===== config.mk =====
export PLATFORM = sky130hd
export DESIGN_NAME = usb_transmitter
export DESIGN_NICKNAME = d
export VERILOG_FILES = /design/src/rtl/usb_transmitter.sv
export SDC_FILE = /design/constraint.sdc
export NUM_CORES = 1
export LEC_CHECK = 0
export ABC_CLOCK_PERIOD_IN_PS = 5200
export CORE_ASPECT_RATIO = 1.5
export CORE_UTILIZATION = 30
export DETAILED_ROUTE_END_ITERATION = 12
export DONT_BUFFER_PORTS = 1
export HOLD_SLACK_MARGIN = 0.12
export PLACE_DENSITY = 0.55
export SYNTH_ARGS = -nofsm -noshare
export SYNTH_HDL_FRONTEND = slang
export SYNTH_SLANG_ARGS = --single-unit

===== constraint.sdc =====
create_clock -name clock48 -period 5.2 [get_ports clock48]
set_input_delay 1.04 -clock clock48 [delete_from_list [all_inputs] [get_ports clock48]]
set_output_delay 1.04 -clock clock48 [all_outputs]
set_load 0.1 [all_outputs]

===== src/rtl/usb_transmitter.sv =====
// Full-speed USB transmitter: SYNC, NRZI-encoded bit-stuffed packet bytes read
// from the shared packet buffer, then EOP. One bit time is 4 clock48 cycles.
module usb_transmitter #(
  parameter int USB_PACKET_BUFFER_SIZE = 1024,
  localparam int AW  = $clog2(USB_PACKET_BUFFER_SIZE / 4),
  localparam int BCW = $clog2(USB_PACKET_BUFFER_SIZE) + 1
) (
  input  logic           clock48,
  input  logic           reset,
  input  logic           start,
  input  logic [BCW-1:0] byte_count,
  output logic [AW-1:0]  packet_buffer_address,
  input  logic [31:0]    packet_buffer_read_value,
  output logic           usb_d_p_out,
  output logic           usb_d_n_out,
  output logic           usb_oe,
  output logic           busy,
  output logic           done
);

  typedef enum logic [2:0] {S_IDLE, S_SYNC, S_DATA, S_EOP_SE0, S_EOP_J} state_t;

  state_t         state_reg, state_next;
  logic [1:0]     phase_reg, phase_next;
  logic [2:0]     bit_idx_reg, bit_idx_next;
  logic [BCW-1:0] byte_idx_reg, byte_idx_next;
  logic [BCW-1:0] byte_count_reg, byte_count_next;
  logic [2:0]     stuff_cnt_reg, stuff_cnt_next;
  logic [31:0]    word_reg, word_next;
  logic [AW-1:0]  address_reg, address_next;
  logic           d_p_reg, d_p_next;
  logic           d_n_reg, d_n_next;
  logic           oe_reg, oe_next;
  logic           busy_reg, busy_next;
  logic           done_reg, done_next;

  logic           bit_tick;
  logic           stuff_due;
  logic           last_byte;
  logic [2:0]     next_bit_idx;
  logic [BCW-1:0] next_byte;
  logic           send_bit;
  logic           tx_bit;

  assign bit_tick     = (phase_reg == 2'd3);
  assign stuff_due    = (stuff_cnt_reg == 3'd6);
  assign next_bit_idx = bit_idx_reg + 3'd1;
  assign next_byte    = byte_idx_reg + BCW'(1);
  assign last_byte    = (next_byte == byte_count_reg);

  always_ff @(posedge clock48 or posedge reset) begin
    if (reset) begin
      state_reg      <= S_IDLE;
      phase_reg      <= '0;
      bit_idx_reg    <= '0;
      byte_idx_reg   <= '0;
      byte_count_reg <= '0;
      stuff_cnt_reg  <= '0;
      word_reg       <= '0;
      address_reg    <= '0;
      d_p_reg        <= 1'b1;
      d_n_reg        <= 1'b0;
      oe_reg         <= 1'b0;
      busy_reg       <= 1'b0;
      done_reg       <= 1'b0;
    end else begin
      state_reg      <= state_next;
      phase_reg      <= phase_next;
      bit_idx_reg    <= bit_idx_next;
      byte_idx_reg   <= byte_idx_next;
      byte_count_reg <= byte_count_next;
      stuff_cnt_reg  <= stuff_cnt_next;
      word_reg       <= word_next;
      address_reg    <= address_next;
      d_p_reg        <= d_p_next;
      d_n_reg        <= d_n_next;
      oe_reg         <= oe_next;
      busy_reg       <= busy_next;
      done_reg       <= done_next;
    end
  end

  always_comb begin
    state_next = state_reg;
    case (state_reg)
      S_IDLE:    if (start) state_next = S_SYNC;
      S_SYNC:    if (bit_tick && bit_idx_reg == 3'd7)
                   state_next = (byte_count_reg == '0) ? S_EOP_SE0 : S_DATA;
      S_DATA:    if (bit_tick && !stuff_due && bit_idx_reg == 3'd7 && last_byte)
                   state_next = S_EOP_SE0;
      S_EOP_SE0: if (bit_tick && bit_idx_reg == 3'd1) state_next = S_EOP_J;
      S_EOP_J:   if (bit_tick) state_next = S_IDLE;
      default:   state_next = S_IDLE;
    endcase
  end

  // Every decision is taken in the last cycle of a bit so the new line level
  // lands in the output registers exactly on the bit boundary.
  always_comb begin
    phase_next      = oe_reg ? phase_reg + 2'd1 : 2'd0;
    bit_idx_next    = bit_idx_reg;
    byte_idx_next   = byte_idx_reg;
    byte_count_next = byte_count_reg;
    stuff_cnt_next  = stuff_cnt_reg;
    word_next       = word_reg;
    address_next    = address_reg;
    d_p_next        = d_p_reg;
    d_n_next        = d_n_reg;
    oe_next         = oe_reg;
    busy_next       = busy_reg;
    done_next       = 1'b0;
    send_bit        = 1'b0;
    tx_bit          = 1'b0;
    case (state_reg)
      S_IDLE: if (start) begin
        byte_count_next = byte_count;
        address_next    = '0;
        bit_idx_next    = '0;
        byte_idx_next   = '0;
        oe_next         = 1'b1;
        busy_next       = 1'b1;
        phase_next      = 2'd0;
        send_bit        = 1'b1;
      end
      S_SYNC: if (bit_tick) begin
        bit_idx_next = '0;
        if (bit_idx_reg != 3'd7) begin
          bit_idx_next = next_bit_idx;
          send_bit     = 1'b1;
          tx_bit       = (next_bit_idx == 3'd7);
        end else if (byte_count_reg == '0) begin
          d_p_next = 1'b0;
          d_n_next = 1'b0;
        end else begin
          word_next = packet_buffer_read_value;
          send_bit  = 1'b1;
          tx_bit    = packet_buffer_read_value[0];
        end
      end
      S_DATA: if (bit_tick) begin
        if (stuff_due) begin
          send_bit = 1'b1;
        end else if (bit_idx_reg != 3'd7) begin
          bit_idx_next = next_bit_idx;
          send_bit     = 1'b1;
          tx_bit       = word_reg[{byte_idx_reg[1:0], next_bit_idx}];
        end else if (last_byte) begin
          bit_idx_next = '0;
          d_p_next     = 1'b0;
          d_n_next     = 1'b0;
        end else begin
          byte_idx_next = next_byte;
          bit_idx_next  = '0;
          send_bit      = 1'b1;
          if (next_byte[1:0] == 2'd0) begin
            word_next = packet_buffer_read_value;
            tx_bit    = packet_buffer_read_value[0];
          end else begin
            tx_bit = word_reg[{next_byte[1:0], 3'd0}];
          end
          // Prefetch the following word while this word's last byte is on the line.
          if (next_byte[1:0] == 2'd3 && (next_byte + BCW'(1)) < byte_count_reg)
            address_next = address_reg + AW'(1);
        end
      end
      S_EOP_SE0: if (bit_tick) begin
        if (bit_idx_reg == 3'd0) begin
          bit_idx_next = 3'd1;
        end else begin
          bit_idx_next = '0;
          d_p_next     = 1'b1;
          d_n_next     = 1'b0;
        end
      end
      S_EOP_J: if (bit_tick) begin
        oe_next    = 1'b0;
        busy_next  = 1'b0;
        done_next  = 1'b1;
        phase_next = 2'd0;
      end
      default: ;
    endcase
    // NRZI: a 0 (data or stuff) flips J/K, a 1 holds the line.
    if (send_bit) begin
      d_p_next       = tx_bit ? d_p_reg : ~d_p_reg;
      d_n_next       = tx_bit ? d_n_reg : ~d_n_reg;
      stuff_cnt_next = tx_bit ? stuff_cnt_reg + 3'd1 : 3'd0;
    end
  end

  assign packet_buffer_address = address_reg;
  assign usb_d_p_out           = d_p_reg;
  assign usb_d_n_out           = d_n_reg;
  assign usb_oe                = oe_reg;
  assign busy                  = busy_reg;
  assign done                  = done_reg;

endmodule


==> out/results.txt <==
Root buffer cell: clkbuf_16
Mapped Nets: 587
R2R Path End: packet_buffer_address[7]
Startpoint Class: flop
Post-CTS sizing: 0
Worst hold slack: 0.429 ns
Vias per cell: 5.35
Power Density: 262 nW/µm²
Grt total ovfl: 0
FF-to-FF setup slack: 0.60 ns
M1 GR Usage: 16.8%
Crit-path cells: ha_1, xnor2_1, nor3_1, nand2_1, or3_1, a21oi_1, xor2_1, ha_1, nand2_1, nand2_1, a211oi_1, inv_1, o31ai_1, o2111ai_2, or4_1, a21oi_1
Initial Utilization: 30.6%
CP Capture Type: flop
Distinct cells, synth: 66
Worst skew pair latency: 0.35 ns
Setup tns final: 0 ns
Post-DP HPWL: 9960 µm
Detailed Routing Iterations Pass 1: 4
Crit path depth: 16
Worst-path clk slew: 0.07 ns
Post-CTS Hold Buffers: 0
Yosys reg bits: 77
Layout net count: 575
Max-slew headroom: 31.6%
GPL Wtd Cong: 0.877
DRC errors left: 0
RSZ-0062 raised after global routing: false
Num rows: 58
Critical path buffers and inverters: 1
Worst setup path endpoint: packet_buffer_address[7]
Pins Over Slew Limit: 0
Syn. warnings: 0
Post-Syn Area: 5120 µm²
TritonCTS buffer count: 9
Area leader, netlist: dfrtp_1
Filler Cell Count: 1705
Die Wd: 109 µm
First-pass GRT wire length: 21200 µm
Initial antenna violation count: 0
Period utilisation layout: 88.4%
TritonCTS clock tree: yes
DIE HEIGHT: 162 µm
Final setup margin: 0.604 ns
Synth Area per Inst: 9.87 µm²
CP max FO: 14
Worst Setup SP: byte_idx_reg[1]
# clock sinks: 77
Worst hold path class: reg -> reg
Share of post-route cells with drive strength above 1: 15.8%
Worst slew pin tran: 1.03 ns
Async set-reset flop share out of synthesis: 100%
Top cells by area, synth: dfrtp_1 (37%), mux2_4 (8.8%), ha_1 (5.4%)
Setup bufs post-CTS: 0
Leakage: 0.00235 µW
Status: complete, no violations
Setup Skew: 0.00931 ns
Wire per inst: 18.0 µm
DRT iter0 DRCs: 254
Power Total: 1450 µW
Seq/Total Area, Yosys: 37.6%
R2R depth: 16
Synth Instances: 519
Reg-to-Reg Start: byte_idx_reg[1]
Number of global-route vias before repair: 4106
Hold Crit Start: phase_reg[0]
I/O Pins: 59
Ys flop type: dfrtp_1
Worst Path Required: 5.47 ns
Final Setup Violations: 0
Fin. Hold Viols: 0
Slowest CP cell: or4_1
Max incr delay on CP: 0.59 ns
Most used cell along the critical path: nand2_1
Final Util: 33.1%
H-tree level count: 3
DR vias: 3864
Top Family by Delay on Critical Path: simple AND/OR/NAND/NOR gates
Top-area cell type share of the netlist area: 37.1%
Number of flip-flops under the largest register name: 32
Global Route Usage Sum: 15.7%
Most Crowded Layer GR: met2
GRT met2 Usage: 29.2%
Core Area: 16800 µm²
Critical path class: reg -> reg
Worst-case clock buffer depth: 2
Final WL: 13000 µm
Diode count: 0
Largest net degree at the start of global routing: 49
EDFF count, synth: 0
GR Util met3: 3.41%
Area added between synthesis and finish: 8.26%
Port Buf Inserts: 0
Min Tclk post-route: 4.60 ns
F_max: 218 MHz
DRT antenna net count: 0
Register area: 1930 µm²
Worst slack at placement: 0.646 ns
VDD IR max: 0.145 mV
Worst Path Arrival: 4.87 ns
Max-Cap Viols: 0
Die area: 17600 µm²
Area occupied by multi-input gates: 2920 µm²
Yosys cell counts, drive strengths merged, types with 4 or more instances:
master and instances:
a21o 5, a21oi 26, a31oi 7, and2 4
buf 20, clkbuf 10, dfrtp 76, ha 22
inv 18, mux2 34, mux2i 5, mux4 7
nand2 54, nand2b 11, nand3 17, nand4 8
nor2 31, nor2b 10, nor3 10, nor4 5
o21a 4, o21ai 44, o31ai 13, or3 8
xnor2 15, xor2 9
worst min-delay path by stage:
| stage | end | cells past startpoint | slack, ns |
|---|---|---|---|
| finish | phase_reg[0] | 1 | 0.43 |
| global route | phase_reg[0] | 1 | 0.48 |
| CTS | phase_reg[0] | 1 | 0.43 |
| detailed placement | phase_reg[0] | 1 | 0.42 |
| global placement | phase_reg[0] | 1 | 0.42 |
| floorplan | phase_reg[0] | 1 | 0.41 |
cell type report:
cell class,instances,area share [%]
Multi-Input combinational cell,393,52.7
Sequential cell,77,34.8
Tap cell,210,4.74
Clock buffer,9,4.06
Clock inverter,7,1.49
Inverter,19,1.31
Timing Repair Buffer,7,0.948
kinds of logic after synthesis:
logic type                 after synthesis  share of synthesized area (%)
AOI/OAI and AO/OA                      130                           16.3
adders and majority gates               22                           5.37
xor gates and xnor gates                24                           4.10
DFF                                     77                           37.6
buffers and inverters                   49                           5.50
and+or+nand+nor                        171                           17.3
muxes                                   46                           13.7
placed cells by master, fill, tap and decap left out, types with 3 or more instances in the layout:
cell and n:
clkbuf_16 9, a21oi_1 25, nand4_1 6, inv_1 17
mux2_4 30, or3_1 7, dfrtp_1 75, o21ai_0 44
buf_4 7, a21o_1 5, ha_1 22, nor4_1 5
nor2b_1 10, nand3_1 15, and2_1 4, mux4_2 7
a211oi_1 3, o41ai_1 3, xnor2_1 15, mux2i_1 5
nand2b_1 11, o31ai_1 13, o22ai_1 3, a31oi_1 7
nor2_1 30, nand2_1 54, mux2_2 4, a31o_2 3
and3_1 3, nor3_1 10, xor2_1 9, o21a_1 4
power breakdown:
group          total [µW]  switching, µW  internal [µW]
Sequential            677           50.6            626
Clock                 658            279            379
Combinational         117           59.8           56.9
through the flow:
| step | instance area [µm²] | instances |
|---|---|---|
| final | 5550 | 722 |
| after global routing | 5550 | 722 |
| after CTS | 5550 | 722 |
| after detailed placement | 5240 | 706 |
| after global placement | 5240 | 706 |
| after floorplan | 5120 | 519 |
per-layer routing:
metal	vias to the layer above	share of wire (%)
li1	1861	-
met1	1901	39
met2	82	55
met3	20	4.5
met4	0	2.1
met5	-	0
No activity file was read; power rests on OpenSTA's default activity.
